File: src/rtl/checkpoint_ctrl.sv
// -----------------------------------------------------------------------------
// checkpoint_ctrl
//
// Allocation controller for the rename checkpoint array. Slot indices are
// handed out in circular-FIFO order:
//   - rename saves a checkpoint and is granted the tail slot,
//   - ROB commit frees the oldest live slot (the head),
//   - a mispredict restore releases the named slot and every younger slot.
//
// Head and tail are kept as (IW+1)-bit pointers. The MSB is a wrap bit, so
// a full queue (same index, different wrap) is distinct from an empty one
// (identical pointers).
//
// Ports
//   CLK            clock
//   nRST           synchronous, active-low reset
//   save_valid     rename requests a new checkpoint
//   save_ready     a slot is available and no restore is in progress
//   save_index     slot granted when save_valid & save_ready (tail index)
//   restore_valid  mispredict rollback request
//   restore_index  slot being restored (it and all younger slots released)
//   free_valid     commit releases the head slot
//   free_index     expected head slot, checked against the real head
//   head_index     oldest live slot
//   count          number of live slots, 0..CHECKPOINT_COUNT
//   empty / full   count == 0 / count == CHECKPOINT_COUNT
//   restore_err    one-cycle pulse: an illegal restore was dropped
//   free_err       one-cycle pulse: free on empty, or free_index != head
//   stall_cycles   saturating count of cycles with save_valid & !save_ready
//
// Build option
//   CHECKPOINT_CTRL_STALL_CNT_EN  when defined, adds the stall_cycles port
//                                 and its 32-bit saturating counter.
// -----------------------------------------------------------------------------
module checkpoint_ctrl #(
  parameter int CHECKPOINT_COUNT       = 8,
  parameter int CHECKPOINT_INDEX_WIDTH = $clog2(CHECKPOINT_COUNT)
) (
  input  logic                              CLK,
  input  logic                              nRST,
  input  logic                              save_valid,
  output logic                              save_ready,
  output logic [CHECKPOINT_INDEX_WIDTH-1:0] save_index,
  input  logic                              restore_valid,
  input  logic [CHECKPOINT_INDEX_WIDTH-1:0] restore_index,
  input  logic                              free_valid,
  input  logic [CHECKPOINT_INDEX_WIDTH-1:0] free_index,
  output logic [CHECKPOINT_INDEX_WIDTH-1:0] head_index,
  output logic [CHECKPOINT_INDEX_WIDTH:0]   count,
  output logic                              empty,
  output logic                              full,
  output logic                              restore_err,
  output logic                              free_err
`ifdef CHECKPOINT_CTRL_STALL_CNT_EN
  ,
  output logic [31:0]                       stall_cycles
`endif
);

  localparam int IW = CHECKPOINT_INDEX_WIDTH;
  localparam logic [IW:0] PTR_ONE = (IW+1)'(1);

  logic [IW:0]   head_ptr, tail_ptr;
  logic [IW:0]   head_ptr_nxt, tail_ptr_nxt;
  logic [IW-1:0] head_idx;
  logic [IW-1:0] restore_offset;
  logic          restore_legal;
  logic          restore_empties;
  logic          free_legal;
  logic          save_fire;
  logic          restore_err_nxt, free_err_nxt;

  // ---------------------------------------------------------------------------
  // Occupancy and status
  // ---------------------------------------------------------------------------
  assign head_idx   = head_ptr[IW-1:0];
  assign count      = tail_ptr - head_ptr;
  assign empty      = (head_ptr == tail_ptr);
  assign full       = (head_idx == tail_ptr[IW-1:0]) && (head_ptr[IW] != tail_ptr[IW]);
  assign head_index = head_idx;
  assign save_index = tail_ptr[IW-1:0];

  // A restore blocks saves for the whole cycle so the tail is never moved by
  // both a rollback and an allocation at once.
  assign save_ready = !full && !restore_valid;
  assign save_fire  = save_valid && save_ready;

  // Age of the restored slot relative to head, modulo the slot count. It is
  // live only if that age is below the current occupancy.
  assign restore_offset  = restore_index - head_idx;
  assign restore_legal   = ({1'b0, restore_offset} < count);
  // Restoring the head slot empties the queue; a same-cycle free of that slot
  // has nothing left to release and is dropped without an error.
  assign restore_empties = restore_valid && restore_legal && (restore_offset == '0);

  assign free_legal = !empty && (free_index == head_idx);

  // ---------------------------------------------------------------------------
  // Next-state: restore > free > save
  // ---------------------------------------------------------------------------
  always_comb begin
    // NOTE: every always_comb output gets a default first so no path leaves a
    // signal unassigned, which would otherwise infer a latch.
    head_ptr_nxt    = head_ptr;
    tail_ptr_nxt    = tail_ptr;
    restore_err_nxt = 1'b0;
    free_err_nxt    = 1'b0;

    if (restore_valid) begin
      if (restore_legal) begin
        // Offset is taken from the pre-free head, so a same-cycle free does
        // not shift the restore point.
        tail_ptr_nxt = head_ptr + {1'b0, restore_offset};
      end else begin
        restore_err_nxt = 1'b1;
      end
    end

    if (free_valid && !restore_empties) begin
      if (free_legal) begin
        head_ptr_nxt = head_ptr + PTR_ONE;
      end else begin
        free_err_nxt = 1'b1;
      end
    end

    // save_ready already excludes restore_valid, so this never collides with
    // the restore assignment above.
    if (save_fire) begin
      tail_ptr_nxt = tail_ptr + PTR_ONE;
    end
  end

  // ---------------------------------------------------------------------------
  // State registers
  // ---------------------------------------------------------------------------
  // NOTE: reset is sampled on the clock edge (synchronous), and all state uses
  // non-blocking assignment so every register updates from pre-edge values.
  always_ff @(posedge CLK) begin
    if (!nRST) begin
      head_ptr    <= '0;
      tail_ptr    <= '0;
      restore_err <= 1'b0;
      free_err    <= 1'b0;
    end else begin
      head_ptr    <= head_ptr_nxt;
      tail_ptr    <= tail_ptr_nxt;
      restore_err <= restore_err_nxt;
      free_err    <= free_err_nxt;
    end
  end

`ifdef CHECKPOINT_CTRL_STALL_CNT_EN
  // Saturating count of cycles where rename wanted a slot but was refused.
  always_ff @(posedge CLK) begin
    if (!nRST) begin
      stall_cycles <= '0;
    end else if (save_valid && !save_ready && (stall_cycles != 32'hFFFF_FFFF)) begin
      stall_cycles <= stall_cycles + 32'd1;
    end
  end
`endif

endmodule

File: config.mk
export PLATFORM = sky130hd
export DESIGN_NAME = checkpoint_ctrl
export DESIGN_NICKNAME = d
export VERILOG_FILES = /design/src/rtl/checkpoint_ctrl.sv
export SDC_FILE = /design/constraint.sdc
export NUM_CORES = 1
export LEC_CHECK = 0
export ABC_AREA = 0
export CORE_MARGIN = 1
export CORE_UTILIZATION = 44
export DETAILED_ROUTE_END_ITERATION = 10
export PLACE_DENSITY = 0.83
export SKIP_LAST_GASP = 1
export SYNTH_ARGS = -nofsm -noshare
export SYNTH_HDL_FRONTEND = slang
export SYNTH_SLANG_ARGS = --single-unit
File: constraint.sdc
create_clock -name CLK -period 2.9 [get_ports CLK]
set_input_delay 0.725 -clock CLK [delete_from_list [all_inputs] [get_ports CLK]]
set_output_delay 0.725 -clock CLK [all_outputs]
set_load 0.05 [all_outputs]
==> metrics.cfg <==
[placement]
port_buffers=25
hpwl_um=2220
dp.cells=179
place_congestion=0.867

[global_routing]
track_usage=0.243
grt_util_met3=0.0446
grt_pass1_wl_um=4680
use_met1=0.277
gr-usage-met2=0.467
busiest_layer=met2
grt_max_degree=10
grt_antenna_before_repair=0
grt-ovfl-total=0
first_global_vias=1059

[power]
peakVddDrop_v=0.000309
powerDensity_nw_per_um2=445
power_uw=676
leakagePower_uw=0.000613

[sta]
rsz0062_at_grt=no
finalCritPeriodShare=0.962
finalHoldViolations=0
max_slew_margin=0.670
fin_worst_skew_ns=0.00367
min_period_ns=2.79
setup_viol=0
worst_pin_slew_ns=0.493
max_freq_mhz=358
slew_viol_final=0

[synthesis]
synth_seq_area_share=0.188
yosys-top-cells-count=12 x inv_1, 10 x dfxtp_1, 10 x nand2_1
synth_cell_types=43
syn_avg_cell_area_um2=8.81
synth.area.top_cells=dfxtp_1 19%, ha_1 11%, fa_1 5.6%, xnor2_1 4.9%, buf_4 4.2%
synth_top_flop_cell=dfxtp_1
async_reset_ff_frac=0
synth_most_common_cell=inv_1
yosys.area.top_type=dfxtp_1
netlist_area_um2=1070
synthCells=121
syn_nets=144
synth_edf_count=0
yosys.area.top_type_share=0.188
yosys_warnings=0
ys_ff_latch=10

[floorplanning]
dieArea_um2=2620
fp.coreArea_um2=2250
initial_utilization=0.473
io_pins=26
rows=17
die_w_um=51.2
die_h_um=51.2

[layout]
utilization=0.675
design.final.nets=178
drive_above_1_share=0.292
area_delta_synth_final_pct=42.7
layoutNonFillerInstCount=182
antenna_cells=0
fillCellCount=195

[hold_path]
hold_depth=2
holdPathEnd=tail_ptr[0]
hold_class=register to register
holdCritStartpoint=tail_ptr[0]

[critical_path]
worstPathCellList=clkdlybuf4s50_1, fa_2, ha_1, a21o_1, a21oi_2, xor2_1, a2111o_1, o211ai_1
endpoint_kind=register
crit_arrival_ns=2.98
cp_max_fo=3
r2r_end=tail_ptr[1]
ff2ff_path_depth=10
required_ns=3.09
worstSetupPathType=input port to register
crit_start=restore_index[1]
max_stage_delay_ns=0.64
r2r_start=head_ptr[0]
crit_path_top_delay_cell=fa_2
crit_path_start_kind=input port
rrSetupSlack_ns=0.30

[clock_tree]
numCtsBuffers=3
clockBufferDepth=2
cts_tree=done
post-cts-setup-buffers=0
ctsRootBufferMaster=clkbuf_4
clkLatencyLatePin_ns=0.26
cts.sink_count=10
ctsHoldBuffers=0
clkTransAtPathRegs_ns=0.07
cts.htree.levels=1

[routing]
antenna_left=0
routed_wl_um=2790
num_vias=1012
route.detailed.drc=0
firstDrtPassIters=4
wl_per_cell_um=15.3
vias_per_cell=5.56
drt_iter0_markers=20

[run_status]
outcome=completed

[job]
drv_cap=0

## sequential cells by signal, indices dropped and copies added (netlist names)
signal,flops
free_err,1
tail_ptr,4
head_ptr,4
restore_err,1
## metal layers
metal | vias to the layer above | wire length [um] | part of all wire
li1 | 500 | - | -
met1 | 487 | 1160 | 0.42
met2 | 23 | 1520 | 0.54
met3 | 2 | 96 | 0.034
met4 | 0 | 19 | 0.0068
met5 | - | 0 | 0
## logic make-up after synthesis
| logic type | count (synthesis) | synth area share |
|---|---|---|
| compound gates | 31 | 0.225 |
| xor+xnor | 10 | 0.103 |
| fa+ha+maj | 13 | 0.171 |
| buf+inv | 22 | 0.115 |
| flops | 10 | 0.188 |
| mux | 3 | 0.0282 |
| simple gates | 32 | 0.169 |
## critical path, delay by kind of cell
kind                       cells  cell delay, ns
adders and majority gates      2            0.89
AOI/OAI and AO/OA              4            0.82
buffers and inverters          1            0.45
xor gates and xnor gates       1            0.09
## per-stage QoR
stage / hold slack, ns / instance area (um^2) / setup slack (ns) / TNS, ns
global route: 0.605 / 1520 / 0.0446 / 0
floorplan: 0.512 / 1070 / -0.0442 / -0.0442
CTS: 0.581 / 1500 / 0.0659 / 0
detailed placement: 0.571 / 1450 / -0.489 / -4.22
finish: 0.577 / 1520 / 0.109 / 0
global placement: 0.540 / 1450 / -0.399 / -3.46
## cells in the final DEF (no fill, tap or decap), drive strengths merged, types with 3 or more instances in the layout
cell / instances
a31oi: 3
xor2: 3
ha: 9
mux2i: 3
xnor2: 6
o21ai: 4
buf: 20
a2111o: 3
nand4: 3
o211ai: 6
fa: 3
dfxtp: 10
a21oi: 6
nand3: 4
clkdlybuf4s50: 18
nor2: 3
inv: 12
nand2: 10
a211oi: 3
clkbuf: 4
## worst max-delay path by stage
stage                   to  slack [ns]  cells past startpoint
3_5_place_dp   head_ptr[3]       -0.49                     10
4_1_cts        tail_ptr[1]        0.07                     11
6_report       tail_ptr[3]        0.11                      8
5_1_grt        tail_ptr[3]        0.04                     11
3_3_place_gp   head_ptr[3]       -0.40                     10
2_1_floorplan  head_ptr[3]       -0.04                      9
## cell type report
class                           count  area (um^2)  share of cell area
Inverter                           12         45.0              0.0296
Tap cell                           28         35.0              0.0230
Timing Repair Buffer               39          414               0.272
Multi-Input combinational cell     89          791               0.520
Sequential cell                    10          200               0.132
Clock buffer                        4         36.3              0.0238
## what timing repair did
action	CTS	global route
endpoints found under the setup margin	10	4
pin swaps	8	2
gates resized for setup	7	3
## where the power goes
part / leakage, uW / internal, uW / switching [uW] / total (uW)
Clock: 0.0000210 / 76.2 / 47.7 / 124
Sequential: 0.0000816 / 148 / 12.3 / 160
Combinational: 0.000511 / 170 / 222 / 393
Note: power is estimated with default switching activity, not from simulation.
